<file path="src/rtl/control_unit.sv">
// -----------------------------------------------------------------------------
// control_unit
// Moore sequencer for the datapath: fetches an instruction in T0..T2, decodes
// IR[31:27] in T3 and steps through the execute sequence of that instruction
// class, then returns to T0 (or parks in HALT).
//
// Ports
//   clock            rising-edge system clock
//   clear            synchronous active-low reset (forces RST)
//   IR               instruction register, IR[31:27] is the opcode
//   conOut           branch-condition flag, consulted in T6 of br only
//   Stop             halt request, honoured at the next instruction boundary
//   Run              1 in every state except HALT
//   Gra..write       one-hot-ish register/bus/memory strobes for the datapath
//   alu_op           ALU operation code, zero outside ALU steps
// -----------------------------------------------------------------------------
module control_unit #(
   parameter int             OPW    = 5,
   parameter logic [OPW-1:0] ADD_OP = 5'b00011
) (
   input  logic           clock,
   input  logic           clear,
   input  logic [31:0]    IR,
   input  logic           conOut,
   input  logic           Stop,
   output logic           Run,
   output logic           Gra,
   output logic           Grb,
   output logic           Grc,
   output logic           Rin,
   output logic           Rout,
   output logic           BAout,
   output logic           PCout,
   output logic           PCin,
   output logic           IncPC,
   output logic           IRin,
   output logic           MARin,
   output logic           MDRin,
   output logic           MDRout,
   output logic           Yin,
   output logic           Zin,
   output logic           Cout,
   output logic           Zhighout,
   output logic           Zlowout,
   output logic           HIin,
   output logic           HIout,
   output logic           LOin,
   output logic           LOout,
   output logic           InPortout,
   output logic           Out_portIn,
   output logic           conIn,
   output logic           R8_RAin,
   output logic           read,
   output logic           write,
   output logic [OPW-1:0] alu_op
);

   typedef enum logic [3:0] {
      S_RST  = 4'd0,
      S_T0   = 4'd1,
      S_T1   = 4'd2,
      S_T2   = 4'd3,
      S_T3   = 4'd4,
      S_T4   = 4'd5,
      S_T5   = 4'd6,
      S_T6   = 4'd7,
      S_T7   = 4'd8,
      S_HALT = 4'd9
   } state_t;

   typedef enum logic [3:0] {
      C_ALU3 = 4'd0,  C_IMM  = 4'd1,  C_MD   = 4'd2,  C_UN   = 4'd3,
      C_LDI  = 4'd4,  C_LD   = 4'd5,  C_ST   = 4'd6,  C_BR   = 4'd7,
      C_JR   = 4'd8,  C_JAL  = 4'd9,  C_IN   = 4'd10, C_OUT  = 4'd11,
      C_MFHI = 4'd12, C_MFLO = 4'd13, C_HALT = 4'd14, C_NOP  = 4'd15
   } cls_t;

   state_t     state_q, state_d;
   logic [4:0] op_s;
   cls_t       cls_s;
   state_t     last_s;
   logic       ir_unused_s;

   assign op_s        = IR[31:27];
   assign ir_unused_s = ^IR[26:0];

   // Map an opcode onto its instruction class; undefined codes behave as nop.
   function automatic cls_t classify(input logic [4:0] op);
      cls_t c;
      if (op == 5'd0)                        c = C_LD;
      else if (op == 5'd1)                   c = C_LDI;
      else if (op == 5'd2)                   c = C_ST;
      else if (op <= 5'd11)                  c = C_ALU3;
      else if (op <= 5'd14)                  c = C_IMM;
      else if (op <= 5'd16)                  c = C_MD;
      else if (op <= 5'd18)                  c = C_UN;
      else if (op == 5'd19)                  c = C_BR;
      else if (op == 5'd20)                  c = C_JR;
      else if (op == 5'd21)                  c = C_JAL;
      else if (op == 5'd22)                  c = C_IN;
      else if (op == 5'd23)                  c = C_OUT;
      else if (op == 5'd24)                  c = C_MFHI;
      else if (op == 5'd25)                  c = C_MFLO;
      else if (op == 5'd27)                  c = C_HALT;
      else                                   c = C_NOP;
      return c;
   endfunction

   // Final execute step of each class; the step after it is an instruction boundary.
   function automatic state_t last_step(input cls_t c);
      state_t s;
      case (c)
         C_ALU3, C_IMM, C_LDI: s = S_T5;
         C_MD, C_ST, C_BR:     s = S_T6;
         C_LD:                 s = S_T7;
         C_UN, C_JAL:          s = S_T4;
         default:              s = S_T3;
      endcase
      return s;
   endfunction

   assign cls_s  = classify(op_s);
   assign last_s = last_step(cls_s);

   // State register with synchronous active-low clear.
   always_ff @(posedge clock) begin
      if (!clear) begin
         state_q <= S_RST;
      end else begin
         state_q <= state_d;
      end
   end

   // Next-state logic; Stop is only honoured where T0 would otherwise be entered.
   always_comb begin
      state_d = state_q;
      case (state_q)
         S_RST:  state_d = Stop ? S_HALT : S_T0;
         S_T0:   state_d = S_T1;
         S_T1:   state_d = S_T2;
         S_T2:   state_d = S_T3;
         S_T3, S_T4, S_T5, S_T6, S_T7: begin
            if (state_q != last_s) begin
               state_d = state_t'(state_q + 4'd1);
            end else if (cls_s == C_HALT || Stop) begin
               state_d = S_HALT;
            end else begin
               state_d = S_T0;
            end
         end
         S_HALT: state_d = S_HALT;
         default: state_d = S_RST;
      endcase
   end

   // Strobe decode from the current step and instruction class.
   always_comb begin
      Gra = 1'b0; Grb = 1'b0; Grc = 1'b0; Rin = 1'b0; Rout = 1'b0; BAout = 1'b0;
      PCout = 1'b0; PCin = 1'b0; IncPC = 1'b0; IRin = 1'b0; MARin = 1'b0;
      MDRin = 1'b0; MDRout = 1'b0; Yin = 1'b0; Zin = 1'b0; Cout = 1'b0;
      Zhighout = 1'b0; Zlowout = 1'b0; HIin = 1'b0; HIout = 1'b0; LOin = 1'b0;
      LOout = 1'b0; InPortout = 1'b0; Out_portIn = 1'b0; conIn = 1'b0;
      R8_RAin = 1'b0; read = 1'b0; write = 1'b0;
      alu_op = {OPW{1'b0}};
      Run = (state_q != S_HALT);
      case (state_q)
         S_T0: begin PCout = 1'b1; MARin = 1'b1; IncPC = 1'b1; end
         S_T1: begin read = 1'b1; MDRin = 1'b1; end
         S_T2: begin MDRout = 1'b1; IRin = 1'b1; end
         S_T3: begin
            case (cls_s)
               C_ALU3, C_IMM: begin Grb = 1'b1; Rout = 1'b1; Yin = 1'b1; end
               C_MD:   begin Gra = 1'b1; Rout = 1'b1; Yin = 1'b1; end
               C_UN:   begin Grb = 1'b1; Rout = 1'b1; Zin = 1'b1; alu_op = OPW'(op_s); end
               C_LDI, C_LD, C_ST: begin Grb = 1'b1; BAout = 1'b1; Yin = 1'b1; end
               C_BR:   begin Gra = 1'b1; Rout = 1'b1; conIn = 1'b1; end
               C_JR:   begin Gra = 1'b1; Rout = 1'b1; PCin = 1'b1; end
               C_JAL:  begin PCout = 1'b1; R8_RAin = 1'b1; end
               C_IN:   begin InPortout = 1'b1; Gra = 1'b1; Rin = 1'b1; end
               C_OUT:  begin Gra = 1'b1; Rout = 1'b1; Out_portIn = 1'b1; end
               C_MFHI: begin HIout = 1'b1; Gra = 1'b1; Rin = 1'b1; end
               C_MFLO: begin LOout = 1'b1; Gra = 1'b1; Rin = 1'b1; end
               default: begin end
            endcase
         end
         S_T4: begin
            case (cls_s)
               C_ALU3: begin Grc = 1'b1; Rout = 1'b1; Zin = 1'b1; alu_op = OPW'(op_s); end
               C_IMM:  begin Cout = 1'b1; Zin = 1'b1; alu_op = OPW'(op_s); end
               C_MD:   begin Grb = 1'b1; Rout = 1'b1; Zin = 1'b1; alu_op = OPW'(op_s); end
               C_UN:   begin Zlowout = 1'b1; Gra = 1'b1; Rin = 1'b1; end
               C_LDI, C_LD, C_ST: begin Cout = 1'b1; Zin = 1'b1; alu_op = ADD_OP; end
               C_BR:   begin PCout = 1'b1; Yin = 1'b1; end
               C_JAL:  begin Gra = 1'b1; Rout = 1'b1; PCin = 1'b1; end
               default: begin end
            endcase
         end
         S_T5: begin
            case (cls_s)
               C_ALU3, C_IMM, C_LDI: begin Zlowout = 1'b1; Gra = 1'b1; Rin = 1'b1; end
               C_MD:   begin Zlowout = 1'b1; LOin = 1'b1; end
               C_LD, C_ST: begin Zlowout = 1'b1; MARin = 1'b1; end
               C_BR:   begin Cout = 1'b1; Zin = 1'b1; alu_op = ADD_OP; end
               default: begin end
            endcase
         end
         S_T6: begin
            case (cls_s)
               C_MD:   begin Zhighout = 1'b1; HIin = 1'b1; end
               C_LD:   begin read = 1'b1; MDRin = 1'b1; end
               // Store drives the data register straight into MDR; read stays low
               // so the MDR mux takes the bus rather than memory.
               C_ST:   begin Gra = 1'b1; Rout = 1'b1; MDRin = 1'b1; write = 1'b1; end
               C_BR: begin
                  if (conOut) begin
                     Zlowout = 1'b1; PCin = 1'b1;
                  end else begin
                     PCin = 1'b0;
                  end
               end
               default: begin end
            endcase
         end
         S_T7: begin
            if (cls_s == C_LD) begin
               MDRout = 1'b1; Gra = 1'b1; Rin = 1'b1;
            end else begin
               MDRout = 1'b0;
            end
         end
         default: begin end
      endcase
   end

endmodule

</file>
<file path="config.mk">
export PLATFORM = sky130hd
export DESIGN_NAME = control_unit
export DESIGN_NICKNAME = d
export VERILOG_FILES = /design/src/rtl/control_unit.sv
export SDC_FILE = /design/constraint.sdc
export NUM_CORES = 1
export LEC_CHECK = 0
export BUFFER_PORTS_ARGS = -buffer_cell sky130_fd_sc_hd__clkbuf_2
export CORE_UTILIZATION = 40
export DETAILED_ROUTE_END_ITERATION = 16
export GPL_ROUTABILITY_DRIVEN = 0
export PLACE_DENSITY = 0.76
export SYNTH_ARGS = -nofsm -noshare
export SYNTH_HDL_FRONTEND = slang
export SYNTH_SLANG_ARGS = --single-unit
</file>
<file path="constraint.sdc">
create_clock -name clock -period 2.4 [get_ports clock]
set_clock_uncertainty 0.2 [all_clocks]
set_input_delay 0.24 -clock clock [delete_from_list [all_inputs] [get_ports clock]]
set_output_delay 0.24 -clock clock [all_outputs]
set_load 0.02 [all_outputs]
</file>
==> qor.csv <==
stage;metric;value;unit
placement;io_buffers;42;
worst_hold_path;min_delay_path_depth;3;
critical_path;startpoint_type;flip-flop;
layout;utilization;55.6;%
die;rows;18;
synth;postSynthAreaPerCell;6.03;µm²
timing;period_minus_slack;2300;ps
critical_path;path_class;flip-flop to output port;
synth;ys_top_cells_by_area;nand2_1, dfxtp_1, nor2_1, nand2b_1, a21oi_1;
global_route;grt_pass1_wl;5.41;mm
die;chipHeight;54.2;µm
critical_path;regToRegEndpoint;state_q[2]$_SDFF_PN0_;
timing;fin_crit_sh;95.7;%
detailed_routing;drt_iter0_drc;83;
layout;area_delta_synth_final;28.4;%
cts;cts_hold_buf;0;
synth;ys_seq_area_share;7.34;%
critical_path;crit_fanout;7;
cts;clockRootBuffer;clkbuf_4;
layout;regMostFlops;state_q;
cts;cts_tree;built;
placement;dpl.hpwl;2.68;mm
synth;synth_edf_count;0;
timing;hold_violations;0;
cts;htreeDepth;1;
synth;synth_most_common_cell;nand2_1;
synth;syn_inst;181;
status;status;complete, no violations;
cts;clk_latency;230;ps
cts;clk_pin_slew;40;ps
power_and_ir_drop;power_leakage;0.631;nW
synth;ys_top_cells_by_count;nand2_1, nor2_1, nand2b_1, a21oi_1, clkbuf_1;
timing;final-setup-viol-count;0;
timing;finalMaxSlewViolations;0;
synth;synth_top_area_cell;nand2_1;
layout;multi_input_area;915;µm²
synth;ys_ff_latch;4;
worst_hold_path;hold_path.startpoint;clear;
critical_path;worst_ep_required_time;1960;ps
power_and_ir_drop;powerDensity;603;nW/µm²
detailed_routing;wl;3.49;mm
die;dieArea;2940;µm²
cts;cts_made_buffers;3;
synth;ys_async_sr_fraction;0;%
timing;clock.fmax;435;MHz
die;io_pins;70;
layout;fin_nets;264;
critical_path;r2r_slack;340;ps
die;core;2520;µm²
layout;drive_gt1_share;32.0;%
synth;synth.distinct_cells;46;
critical_path;r2r-start;state_q[1]$_SDFF_PN0_;
layout;largest_register_ffs;4;
detailed_routing;wl_per_cell;13.8;µm
synth;yosys_warnings;0;
global_route;grt_pass1_vias;1214;
layout;antenna_cells;0;
power_and_ir_drop;ir_drop;0.379;mV
detailed_routing;vias;1493;
detailed_routing;drc;0;
global_route;grt_overflow;0;
cts;clk_path_buf_depth;2;
timing;rsz0062_at_grt;true;
synth;synth_top_area_share;8.26;%
cts;cts_sinks;4;
global_route;antenna_found_initial;0;
timing;relSlewSlack;74.0;%
die;die_w;54.2;µm
timing;tightest_slew;381;ps
detailed_routing;drt_pass1_iterations;5;
synth;synthesis.nets;221;
layout;top_regs;state_q (4);
critical_path;rr_worst_depth;8;
critical_path;cp.arrival;1860;ps
detailed_routing;routed_via_density;5.92;
synth;syn_area;1090;µm²
run;cap_violations;0;
worst_hold_path;hp-class;input port to flip-flop;
placement;place_ws;204;ps
synth;ys.flop_type;dfxtp_1;
layout;register_area;82.6;µm²
global_route;track_usage;24.7;%
detailed_routing;ant_nets;0;
die;start_util;43.3;%
timing;setup_ws;102;ps
global_route;grt_start_max_net_pins;20;
worst_hold_path;holdPathEnd;state_q[0]$_SDFF_PN0_;
layout;fill_cells;272;
critical_path;end_kind;output port;
-- critical path: stages, from the launching register on --
cell,delay (ps)
dfxtp_2,350
inv_1,90
ha_1,160
nand2_1,100
or3_4,390
o22ai_1,200
nor2_1,80
nand3_1,80
clkbuf_2,170
-- how the worst max path moves through the flow --
stage                          startpoint  endpoint  slack [ps]
global placement    state_q[1]$_SDFF_PN0_      Cout         220
floorplan           state_q[2]$_SDFF_PN0_      Rout         120
finish              state_q[1]$_SDFF_PN0_       Gra         100
CTS                 state_q[1]$_SDFF_PN0_       Rin          20
detailed placement  state_q[1]$_SDFF_PN0_      Cout         200
global route        state_q[0]$_SDFF_PN0_       Rin         -20
-- power breakdown --
group | internal, mW | leakage, nW | switching (mW) | total, mW
logic | 0.239 | 0.583 | 0.397 | 0.635
registers | 0.0911 | 0.0335 | 0.0360 | 0.127
clock network | 0.0559 | 0.0138 | 0.0268 | 0.0827
-- layout by cell type, fill, tap and decap left out, types with 4 or more instances in the layout --
master / instances
nor2_1: 21
nand3_1: 4
clkbuf_2: 41
buf_4: 15
o21ai_0: 8
a22oi_1: 5
a21oi_1: 10
a31oi_1: 4
inv_1: 6
o21ai_1: 8
nand2_1: 24
o22ai_1: 5
nor3_1: 9
nand2b_1: 11
-- through the flow --
step	cells	hold WS, ps	setup TNS, ps	power, mW	instance area (µm²)
floorplan	181	205	0	0.555	1090
global placement	249	349	0	0.732	1360
detailed placement	249	366	0	0.738	1360
CTS	252	119	0	0.830	1390
global route	252	119	-72.9	0.925	1400
finish	252	122	0	0.845	1400
-- cell families (layout without fill, tap and decap cells) --
family	Yosys count	after routing	share of synthesized area (%)
buffers and inverters	25	66	10.3
adders and majority gates	4	4	4.59
AOI/OAI and AO/OA	57	57	33.8
xor gates and xnor gates	2	2	1.61
DFF	4	4	7.34
and+or+nand+nor	88	88	41.4
muxes	1	1	0.917
-- layout make-up --
type / count / share of cell area [%]
repair buffers: 56 / 22.7
multi-input cells: 152 / 65.3
clock buffers: 3 / 1.61
inverters: 7 / 1.88
well taps: 30 / 2.68
flip-flops and latches: 4 / 5.89
-- what timing repair did --
item	in CTS	in global routing
endpoints found under the setup margin	4	10
gates resized for setup	3	6
buffers inserted	0	0
pin swaps	0	2
-- layer usage --
metal	wire length (µm)	vias to the layer above	share of wire [%]	global-route usage [%]
li1	-	736	-	-
met1	1620	674	46	36.5
met2	1560	81	45	37.4
met3	305	2	8.7	6.11
met4	7	0	0.20	1.28
met5	0	-	0	0
No activity file was read; power rests on OpenSTA's default activity.
